$ cat src/rtl/gyruss_hpf_if.sv
// Audio sample bus between the mixer and the high-pass stage.
// The filter owns out/out_stb; the source drives in.
interface gyruss_hpf_if;
  logic signed [15:0] in;
  logic signed [15:0] out;
  logic               out_stb;

  modport master (output in, input out, input out_stb);
  modport slave  (input in, output out, output out_stb);
endinterface

$ cat src/rtl/gyruss_hpf.sv
// First-order DC-blocking IIR high-pass: y[n] = x[n] - x[n-1] + a*y[n-1].
// One sample per DIV clocks; out/out_stb register 4 clocks after the divider tick.
module gyruss_hpf #(
  parameter int DIV    = 220,
  parameter int A_COEF = 32604
) (
  input  logic        clk,
  input  logic        reset,
  gyruss_hpf_if.slave aud
);

  localparam logic signed [17:0] A       = 18'(A_COEF);
  localparam logic        [9:0]  CNT_MAX = 10'(DIV - 1);

  typedef enum logic [2:0] {IDLE, DIFF, MUL, SUM, OUT} state_t;

  state_t             state, state_nx;
  logic        [9:0]  cnt;
  logic               tick;
  logic               ld_diff, ld_prod, ld_s, ld_out;

  logic signed [15:0] x_prev;
  logic signed [16:0] diff;
  logic signed [31:0] prod;
  logic signed [31:0] s;
  logic signed [15:0] out_q;
  logic               out_stb_q;

  logic signed [16:0] diff_w;
  logic signed [49:0] prod_full;
  logic signed [33:0] sum_w;
  logic signed [31:0] s_sat;
  logic signed [16:0] s_hi;
  logic signed [15:0] out_sat;
  logic               prod_unused;

  assign tick = (cnt == CNT_MAX);

  always_ff @(posedge clk or negedge reset) begin
    if (!reset)    cnt <= '0;
    else if (tick) cnt <= '0;
    else           cnt <= cnt + 10'd1;
  end

  always_ff @(posedge clk or negedge reset) begin
    if (!reset) state <= IDLE;
    else        state <= state_nx;
  end

  always_comb begin
    state_nx = state;
    case (state)
      IDLE:    if (tick) state_nx = DIFF;
      DIFF:    state_nx = MUL;
      MUL:     state_nx = SUM;
      SUM:     state_nx = OUT;
      OUT:     state_nx = IDLE;
      default: state_nx = IDLE;
    endcase
  end

  always_comb begin
    ld_diff = 1'b0;
    ld_prod = 1'b0;
    ld_s    = 1'b0;
    ld_out  = 1'b0;
    case (state)
      DIFF:    ld_diff = 1'b1;
      MUL:     ld_prod = 1'b1;
      SUM:     ld_s    = 1'b1;
      OUT:     ld_out  = 1'b1;
      default: ;
    endcase
  end

  // 17-bit difference of two 16-bit samples cannot overflow.
  always_comb begin
    diff_w    = {aud.in[15], aud.in} - {x_prev[15], x_prev};
    prod_full = A * s;
    sum_w     = {diff[16], diff[16], diff, 15'd0} + {{2{prod[31]}}, prod};

    if (sum_w > 34'sd2147483647)       s_sat = 32'sh7fff_ffff;
    else if (sum_w < -34'sd2147483648) s_sat = 32'sh8000_0000;
    else                               s_sat = sum_w[31:0];

    s_hi = s[31:15];
    if (s_hi > 17'sd32767)       out_sat = 16'sh7fff;
    else if (s_hi < -17'sd32768) out_sat = 16'sh8000;
    else                         out_sat = s_hi[15:0];

    // Bits outside the Q15-aligned 32-bit window are intentionally dropped.
    prod_unused = ^{prod_full[49:47], prod_full[14:0]};
  end

  always_ff @(posedge clk or negedge reset) begin
    if (!reset) begin
      x_prev    <= '0;
      diff      <= '0;
      prod      <= '0;
      s         <= '0;
      out_q     <= '0;
      out_stb_q <= 1'b0;
    end else begin
      if (ld_diff) begin
        diff   <= diff_w;
        x_prev <= aud.in;
      end
      if (ld_prod) prod  <= prod_full[46:15];
      if (ld_s)    s     <= s_sat;
      if (ld_out)  out_q <= out_sat;
      out_stb_q <= ld_out;
    end
  end

  assign aud.out     = out_q;
  assign aud.out_stb = out_stb_q;

endmodule
$ cat src/flat_wrapper.sv
// flat-port wrapper written by rule: the top's interface ports become plain ports
module gyruss_hpf_flat 
#(
  parameter int DIV    = 220,
  parameter int A_COEF = 32604
)
  (clk, reset, aud_in, aud_out, aud_out_stb);
  gyruss_hpf_if aud_i ();
  input  logic clk;
  input  logic reset;
  input wire logic [$bits(aud_i.in)-1:0] aud_in;
  output wire logic [$bits(aud_i.out)-1:0] aud_out;
  output wire logic [$bits(aud_i.out_stb)-1:0] aud_out_stb;
  assign aud_i.in = aud_in;
  assign aud_out = aud_i.out;
  assign aud_out_stb = aud_i.out_stb;
  gyruss_hpf #(.DIV(DIV), .A_COEF(A_COEF)) u_core (.clk(clk), .reset(reset), .aud(aud_i));
endmodule
$ cat config.mk
export PLATFORM = sky130hd
export DESIGN_NAME = gyruss_hpf_flat
export DESIGN_NICKNAME = d
export VERILOG_FILES = /design/src/rtl/gyruss_hpf_if.sv /design/src/rtl/gyruss_hpf.sv /design/src/flat_wrapper.sv
export SDC_FILE = /design/constraint.sdc
export NUM_CORES = 1
export LEC_CHECK = 0
export ABC_CLOCK_PERIOD_IN_PS = 6800
export CAP_MARGIN = 20
export CORE_MARGIN = 5
export CORE_UTILIZATION = 59
export CTS_CLUSTER_SIZE = 12
export DETAILED_ROUTE_END_ITERATION = 10
export GPL_ROUTABILITY_DRIVEN = 0
export GPL_TIMING_DRIVEN = 0
export PLACE_DENSITY = 0.79
export SLEW_MARGIN = 20
export SYNTH_ARGS = -nofsm -noshare
export SYNTH_HDL_FRONTEND = slang
export SYNTH_SLANG_ARGS = --single-unit
$ cat constraint.sdc
create_clock -name clk -period 6.8 [get_ports clk]
set_input_delay 1.36 -clock clk [delete_from_list [all_inputs] [get_ports clk]]
set_output_delay 1.36 -clock clk [all_outputs]
set_load 0.1 [all_outputs]
Yosys cells after proc, flatten, opt, wreduce, memory -nomap -nowiden
Index checks and enable logic that the tools add are counted.

Register bits after elaboration: 127. Latch bits: 0. Bits in writable memories: 0. Bits in read-only memories: 0. Output and inout port bits: 17. Logic and storage cells: 34. Memories: 0.

$add $sub $neg: 3. Multiply operators: 1. Div/mod/pow operators: 0. Order comparisons: 4. Eq/ne operators: 6. Shifts and indexed selects: 0. Muxes and demuxes: 11. Bitwise gates (word level): 0. Reductions and logical operators: 1.

Operators with widths (count): 32-bit two-way mux (2); 14-bit by 32-bit multiplier with 45-bit output, first input constant (1); 34-bit by 32-bit > comparator with 1-bit output, second input constant (1); 34-bit by 32-bit < comparator with 1-bit output, second input constant (1); 32-bit by 32-bit adder with 33-bit output (1); 16-bit two-way mux (2); 17-bit by 16-bit > comparator with 1-bit output, second input constant (1); 17-bit by 16-bit < comparator with 1-bit output, second input constant (1); 16-bit by 16-bit subtractor with 17-bit output (1); 3-bit case mux with 4 select lines (1); 10-bit by 1-bit adder with 10-bit output, second input constant (1); 10-bit by 8-bit equality test with 1-bit output, second input constant (1); 10-bit two-way mux (1); 3-bit by 2-bit equality test with 1-bit output, second input constant (2); 1-bit two-way mux (4); 3-bit by 1-bit equality test with 1-bit output, second input constant (1); 3-bit equality test, second input constant (1); 3-bit logical NOT (1); 3-bit two-way mux (1); 2-bit by 1-bit inequality test with 1-bit output, second input constant (1).

Depth between registers and ports, before layout
Gate-level depths: netlist of the first run.

Word-level depth: 4. Gate-level depth with buffers: 22. Gate-level depth less buffers: 22.

Worst setup path before layout of the first run
No wires, ideal clock.

Kind: reg-to-reg. Start point: register u_core.s[31]. End point: register u_core.prod[30]. Library setup time: 0.136 ns. Arrival: 6.474 ns. Setup slack: 0.189 ns. Cell stages (with the launch flop): 21. Buffers on the path: 0. Period minus slack after synthesis: 6.611 ns. Cell sequence: dfrtp_1 > inv_1 > ha_1 > xor2_1 > fa_1 > fa_1 > inv_1 > fa_1 > inv_1 > fa_1 > inv_1 > fa_1 > inv_1 > ha_1 > a21oi_1 > o21ai_0 > a21o_1 > a221o_1 > a41oi_1 > xor2_1 > o21ai_0.

Longest elaborated chain between the ends: 1.

RTL lines: from (decl) (line gyruss_hpf.sv:25) `logic signed [31:0] s;`; from (signal assigned) (line gyruss_hpf.sv:109) `if (ld_s) s <= s_sat;`; 14-bit by 32-bit multiplier with 45-bit output (line gyruss_hpf.sv:79) `prod_full = A * s;`; to (signal assigned) (line gyruss_hpf.sv:108) `if (ld_prod) prod <= prod_full[46:15];`; to (decl) (line gyruss_hpf.sv:24) `logic signed [31:0] prod;`.

No other way between the ends. A chain may end at the register's enable or synchronous reset.

Worst setup path in the final report of the first run
Start point: register u_core.s[20]. End point: register u_core.prod[31].

Same word-level chain as after synthesis.

==> qor.yml, run 1 <==
hold_buffers: 0
clkLatencyLatePin_ns: 0.44
drc: 0
synth_edf_count: 0
rows: 62
syn_inst: 1781
place_hpwl_um: 34100
initialDrtViolationCount: 855
setup_viol: 0
hp-class: "register to register"
clk_path_buf_depth: 2
synth.top_cell.area_share_pct: 29.9
vdd_ir_drop_max_v: 0.000175
fmax_mhz: 151
min_period_ns: 6.61
cp.arrival_ns: 6.91
track_usage_pct: 26.9
clock_sinks: 127
ant_nets: 0
antenna_cells: 0
clkTransAtPathRegs_ns: 0.07
critPathKind: "register to register"
yosysMostFrequentCell: "inv_1"
placedCellCount: 2201
synth_flop_cell: "dfrtp_1"
synth_area_leaders: "fa_1 30%, dfrtp_1 19%, ha_1 16%"
ys_types: 71
place_area_um2: 18000
synth_top_area_cell: "fa_1"
post-route-util_pct: 66.4
wl_um: 42800
synth_top_cells_by_count: "398 x inv_1, 256 x fa_1, 215 x ha_1, 127 x dfrtp_1, 113 x o21ai_0"
path_max_fanout: 6
die_h_um: 180
core_area_um2: 28700
synthArstFlopShare_pct: 100
dr.pass1.iters: 6
cts_tree: "built"
worstMarginPinSlew_ns: 1.10
nets: 2366
ioPinCount: 35
syn_nets: 2270
wl_per_cell_um: 18.8
grt_pass1_wl_um: 70400
clock_skew_ns: 0.0104
layout-drive-gt1-share_pct: 7.14
grt_pass1_vias: 14000
hold_slack_ns: 0.461
initial_core_util_pct: 59.7
timing.final.max_slew_violations: 0
via_count: 13200
clockRootBuffer: "clkbuf_16"
routed_via_density: 5.79
seq_area_frac_synth_pct: 18.5
grt_max_degree: 72
finalCritPeriodShare_pct: 97.1
cts_buffers: 17
layoutNonFillerInstCount: 2274
antenna_found_initial: 0
yosys_warnings: 0
max_slew_margin_pct: 26.8
critPathCaptureType: "register"
dieArea_um2: 32600
die_w_um: 180
power.leakage_nw: 10.8
worstPathRequired_ns: 7.11
p_per_area_nw_per_um2: 96.1
timing.hold.worst_path_depth: 1
avgSynthCellArea_um2: 9.62
start_kind: "register"
ys_ff_latch: 127
setup_tns_ns: 0
finalHoldViolations: 0
reg2regPathDepth: 19
syn_to_final_growth_pct: 11.2
htreeDepth: 4
syn_area_um2: 17100
grt-ovfl-total: 0
design_area_um2: 19100
io_buffer_count: 34
status: "finished, final reports clean"
drv_cap: 0
placed cells by master, fill, tap and decap left out, drive strengths merged, types with 11 or more instances in the layout:
cell	Yosys	layout
inv	398	387
fa	256	256
ha	215	215
dfrtp	127	127
o21ai	118	118
nand2	111	111
a21oi	88	88
nor2	60	60
clkbuf	35	52
a21o	49	49
buf	5	49
xor2	45	45
xnor2	45	45
clkdlybuf4s50	0	33
o22ai	31	31
nand3	24	24
clkinvlp	0	16
o22a	15	15
o21bai	11	11
o31ai	11	11
critical path, cell delays in order (launching register included):
cell	delay (ns)
dfrtp_1	0.55
clkinvlp_4	0.30
fa_1	0.54
inv_1	0.05
fa_1	0.47
fa_1	0.52
fa_1	0.52
fa_1	0.61
inv_1	0.08
fa_1	0.52
inv_1	0.05
ha_1	0.36
nand3_1	0.21
or4_1	0.58
o32ai_1	0.36
o21ai_0	0.17
nand3_1	0.18
o221ai_1	0.16
xnor2_1	0.18
o21ai_1	0.07
state kept, by name, summed over array words and instances (netlist names):
name	count
u_core.x_prev	16
u_core.state	3
u_core.aud.out	16
u_core.s	32
u_core.diff	17
u_core.cnt	10
u_core.prod	32
u_core.aud.out_stb	1
final timing paths:
check / from / to / slack (ns)
worst max-delay path: u_core.s[20] / u_core.prod[31] / 0.19
max in group asynchronous: reset / u_core.s[1] / 5.19
worst min-delay path: u_core.cnt[0] / u_core.cnt[0] / 0.46
worst min register to register: u_core.cnt[0] / u_core.cnt[0] / 0.46
worst max register to register: u_core.s[20] / u_core.prod[31] / 0.19
min in group asynchronous: reset / u_core.x_prev[12] / 0.86
stage by stage:
step / total power [mW] / setup WS (ns)
2_1_floorplan: 0.795 / 0.189
6_report: 1.83 / 0.194
3_3_place_gp: 0.829 / -0.780
5_1_grt: 1.88 / -0.00472
4_1_cts: 1.84 / 0.0264
3_5_place_dp: 0.833 / -0.834
layout make-up:
class,instances,area [um2]
Multi-Input combinational cell,1215,12400
Fill cell,2261,9640
Sequential cell,127,3200
Inverter,399,1550
Timing Repair Buffer,77,688
Tap cell,384,480
Clock buffer,17,425
Clock inverter,15,209
Buffer,40,154
layer usage:
layer  vias up  part of all wire (%)  GRT usage, %
li1       5964                     -             -
met1      6582                    39          34.0
met2       480                    50          46.4
met3       135                   5.9          4.16
met4         0                   4.4          11.4
met5         -                     0             0
logic make-up (layout without fill, tap and decap cells):
kind of cell    count (synthesis)  count (layout)  share of synthesized area [%]
flops                         127             127                           18.5
xor+xnor                       90              90                           4.60
buf+inv                       439             548                           9.64
mux                             2               2                          0.124
simple gates                  263             263                           7.13
compound gates                389             389                           14.4
fa+ha+maj                     471             471                           45.6
power by group:
group	internal, mW	total (mW)	switching [mW]	leakage (nW)
Sequential	0.756	0.756	0.000148	1.57
Clock	0.620	1.01	0.392	0.311
Combinational	0.0223	0.0636	0.0413	8.93
Total	1.40	1.83	0.434	10.8
timing repair:
item                                    CTS  global route
buffers inserted                          1            40
endpoints found under the setup margin    8            13
resized for setup                         6            32
(Power assumes the default switching activity.)
==> run 2, diff against run 1 <==
--- a/config.mk
+++ b/config.mk
@@ -14,7 +14,7 @@
 export GPL_ROUTABILITY_DRIVEN = 0
 export GPL_TIMING_DRIVEN = 0
 export PLACE_DENSITY = 0.79
-export SLEW_MARGIN = 20
+export REMOVE_ABC_BUFFERS = 1
 export SYNTH_ARGS = -nofsm -noshare
 export SYNTH_HDL_FRONTEND = slang
 export SYNTH_SLANG_ARGS = --single-unit
==> qor.yml, run 2 (synthesized netlist as in run 1, its figures left out) <==
die_h_um: 180  # unchanged
setup_viol: 0  # unchanged
place_area_um2: 18000  # -0.17%
track_usage_pct: 25.7  # -1.2 points
grt-busiest-layer: "met2"
p_per_area_nw_per_um2: 91.4  # -4.9%
cp.arrival_ns: 6.96  # +0.05 ns
power.leakage_nw: 10.7  # -0.63%
ioPinCount: 35  # unchanged
final_cell_mix: "386 x inv_1, 256 x fa_1, 215 x ha_1"
max_slew_margin_pct: 34.4  # +7.6 points
worstPathCellList: "inv_1 > fa_1 > inv_1 > ha_1 > xor2_1 > fa_1 > fa_1 > fa_1 > inv_1 > fa_1 > inv_1 > ha_1 > nand4_1 > o31a_2 > o21a_1 > a31oi_4 > a21o_4 > a21oi_2 > or4b_1 > nand3_1"
rows: 62  # unchanged
critPathCaptureType: "register"
dieArea_um2: 32600  # unchanged
finalHoldViolations: 0  # unchanged
post-route-util_pct: 65.9  # -0.54 points
nFillCells: 2217  # -1.9%
grt_pass1_vias: 13500  # -3.5%
nets: 2325  # -1.7%
design_area_um2: 18900  # -0.81%
grt-ovfl-total: 0  # unchanged
antenna_found_initial: 0  # unchanged
grt_max_degree: 66  # -8.3%
worstMarginPinSlew_ns: 0.981  # -0.115 ns
ant_nets: 0  # unchanged
htreeDepth: 4  # unchanged
place_hpwl_um: 32000  # -6.0%
layout-drive-gt1-share_pct: 7.03  # -0.11 points
register_area_um2: 3200  # unchanged
grt_pass1_wl_um: 67500  # -4.1%
clockRootBuffer: "clkbuf_16"
die_w_um: 180  # unchanged
clk_path_buf_depth: 2  # unchanged
cp_common_cell: "fa_1"
wl_per_cell_um: 18.2  # -3.4%
vdd_ir_drop_max_v: 0.000193  # +10%
initial_core_util_pct: 59.7  # unchanged
routed_via_density: 5.64  # -2.5%
grt_util_met1_pct: 32.1  # -1.9 points
layout_commonest_cell: "inv_1"
cts_tree: "built"
largestRegisters: "u_core.prod (32), u_core.s (32), u_core.diff (17)"
drv_cap: 0  # unchanged
hold_buffers: 0  # unchanged
use_met3_pct: 3.37  # -0.79 points
start_kind: "register"
dr.pass1.iters: 5  # -1
path_max_fanout: 8  # +2
cts_buffers: 17  # unchanged
via_count: 12600  # -4.3%
initialDrtViolationCount: 870  # +1.8%
io_buffer_count: 34  # unchanged
p_total_mw: 1.73  # -5.6%
clkLatencyLatePin_ns: 0.43  # about the same
antenna_cells: 0  # unchanged
drc: 0  # unchanged
multi_input_area_um2: 12400  # +0.14%
status: "finished, final reports clean"
core_area_um2: 28700  # unchanged
clkTransAtPathRegs_ns: 0.06  # about the same
clock_sinks: 127  # unchanged
use_met2_pct: 45.3  # -1.1 points
clock_skew_ns: 0.0127  # +0.00227 ns
hp-class: "register to register"
syn_to_final_growth_pct: 10.3
slowest_stage: "dfrtp_1"
worstPathRequired_ns: 7.16  # +0.05 ns
finalCritPeriodShare_pct: 97.1  # about the same
critPathKind: "register to register"
max_stage_delay_ns: 0.62  # about the same
min_period_ns: 6.60  # -0.00603 ns
wl_um: 40600  # -5.1%
fmax_mhz: 152  # about the same
timing.final.max_slew_violations: 0  # unchanged
grt_setup_unrepaired: "true"
==> run 2: cell types whose count changed in the layout (fill, tap and decap cells not counted), moves of 4 or more <==
cell       delta
bufinv_16     -4
buf_6         +5
buf_4         -8
clkbuf_1     -35
==> run 2: worst max-delay path: cells and delay by family (launching register included) <==
family | cells | cell delay [ns]
fa+ha+maj | 7 | 3.24
compound gates | 5 | 1.14
simple gates | 3 | 0.74
flops | 1 | 0.62
buf+inv | 4 | 0.55
xor+xnor | 1 | 0.24
==> run 2: repair_timing <==
action | in CTS | in global routing
setup buffers | 1 | 34
endpoints found under the setup margin | 7 | 16
resized for setup | 4 | 29
gates cloned | 0 | 0
==> run 2: through the flow <==
| step | instances | hold slack (ns) | setup TNS (ns) | setup slack (ns) |
|---|---|---|---|---|
| floorplan | 1741 | 0.433 | 0 | 0.149 |
| global placement | 2159 | 0.451 | -91.83 | -0.744 |
| detailed placement | 2166 | 0.458 | -2.03 | -0.781 |
| CTS | 2199 | 0.466 | 0 | 0.00158 |
| global route | 2233 | 0.487 | -0.0669 | -0.0375 |
| finish | 2233 | 0.464 | 0 | 0.200 |
==> run 2: cell type report <==
class / count / area share, %
Timing Repair Buffer: 76 / 3.94
Clock inverter: 15 / 0.774
Sequential cell: 127 / 16.9
Multi-Input combinational cell: 1215 / 65.4
Clock buffer: 17 / 2.25
Inverter: 399 / 8.16
Tap cell: 384 / 2.54
==> run 2: worst paths after layout <==
kind / from / end / slack [ns] / cells after the start
setup / recovery: u_core.s[9] / u_core.prod[26] / 0.20 / 20
hold / removal: u_core.cnt[0] / u_core.cnt[0] / 0.46 / 1
setup reg to reg: u_core.s[9] / u_core.prod[26] / 0.20 / 20
hold reg to reg: u_core.cnt[0] / u_core.cnt[0] / 0.46 / 1
max in group asynchronous: reset / u_core.s[15] / 5.14 / 2
min in group asynchronous: reset / u_core.x_prev[12] / 0.88 / 1
==> run 2: where the power goes <==
group / internal [mW] / switching, mW
Clock: 0.486 / 0.424
Combinational: 0.0238 / 0.0387
Sequential: 0.755 / 0.000158
Total: 1.27 / 0.463
==> run 2: metal layers <==
| layer | wire length, um | vias to the layer above |
|---|---|---|
| met3 | 1850 | 107 |
| met2 | 21000 | 356 |
| li1 | - | 5894 |
| met4 | 1680 | 0 |
| met1 | 16100 | 6238 |
| met5 | 0 | - |
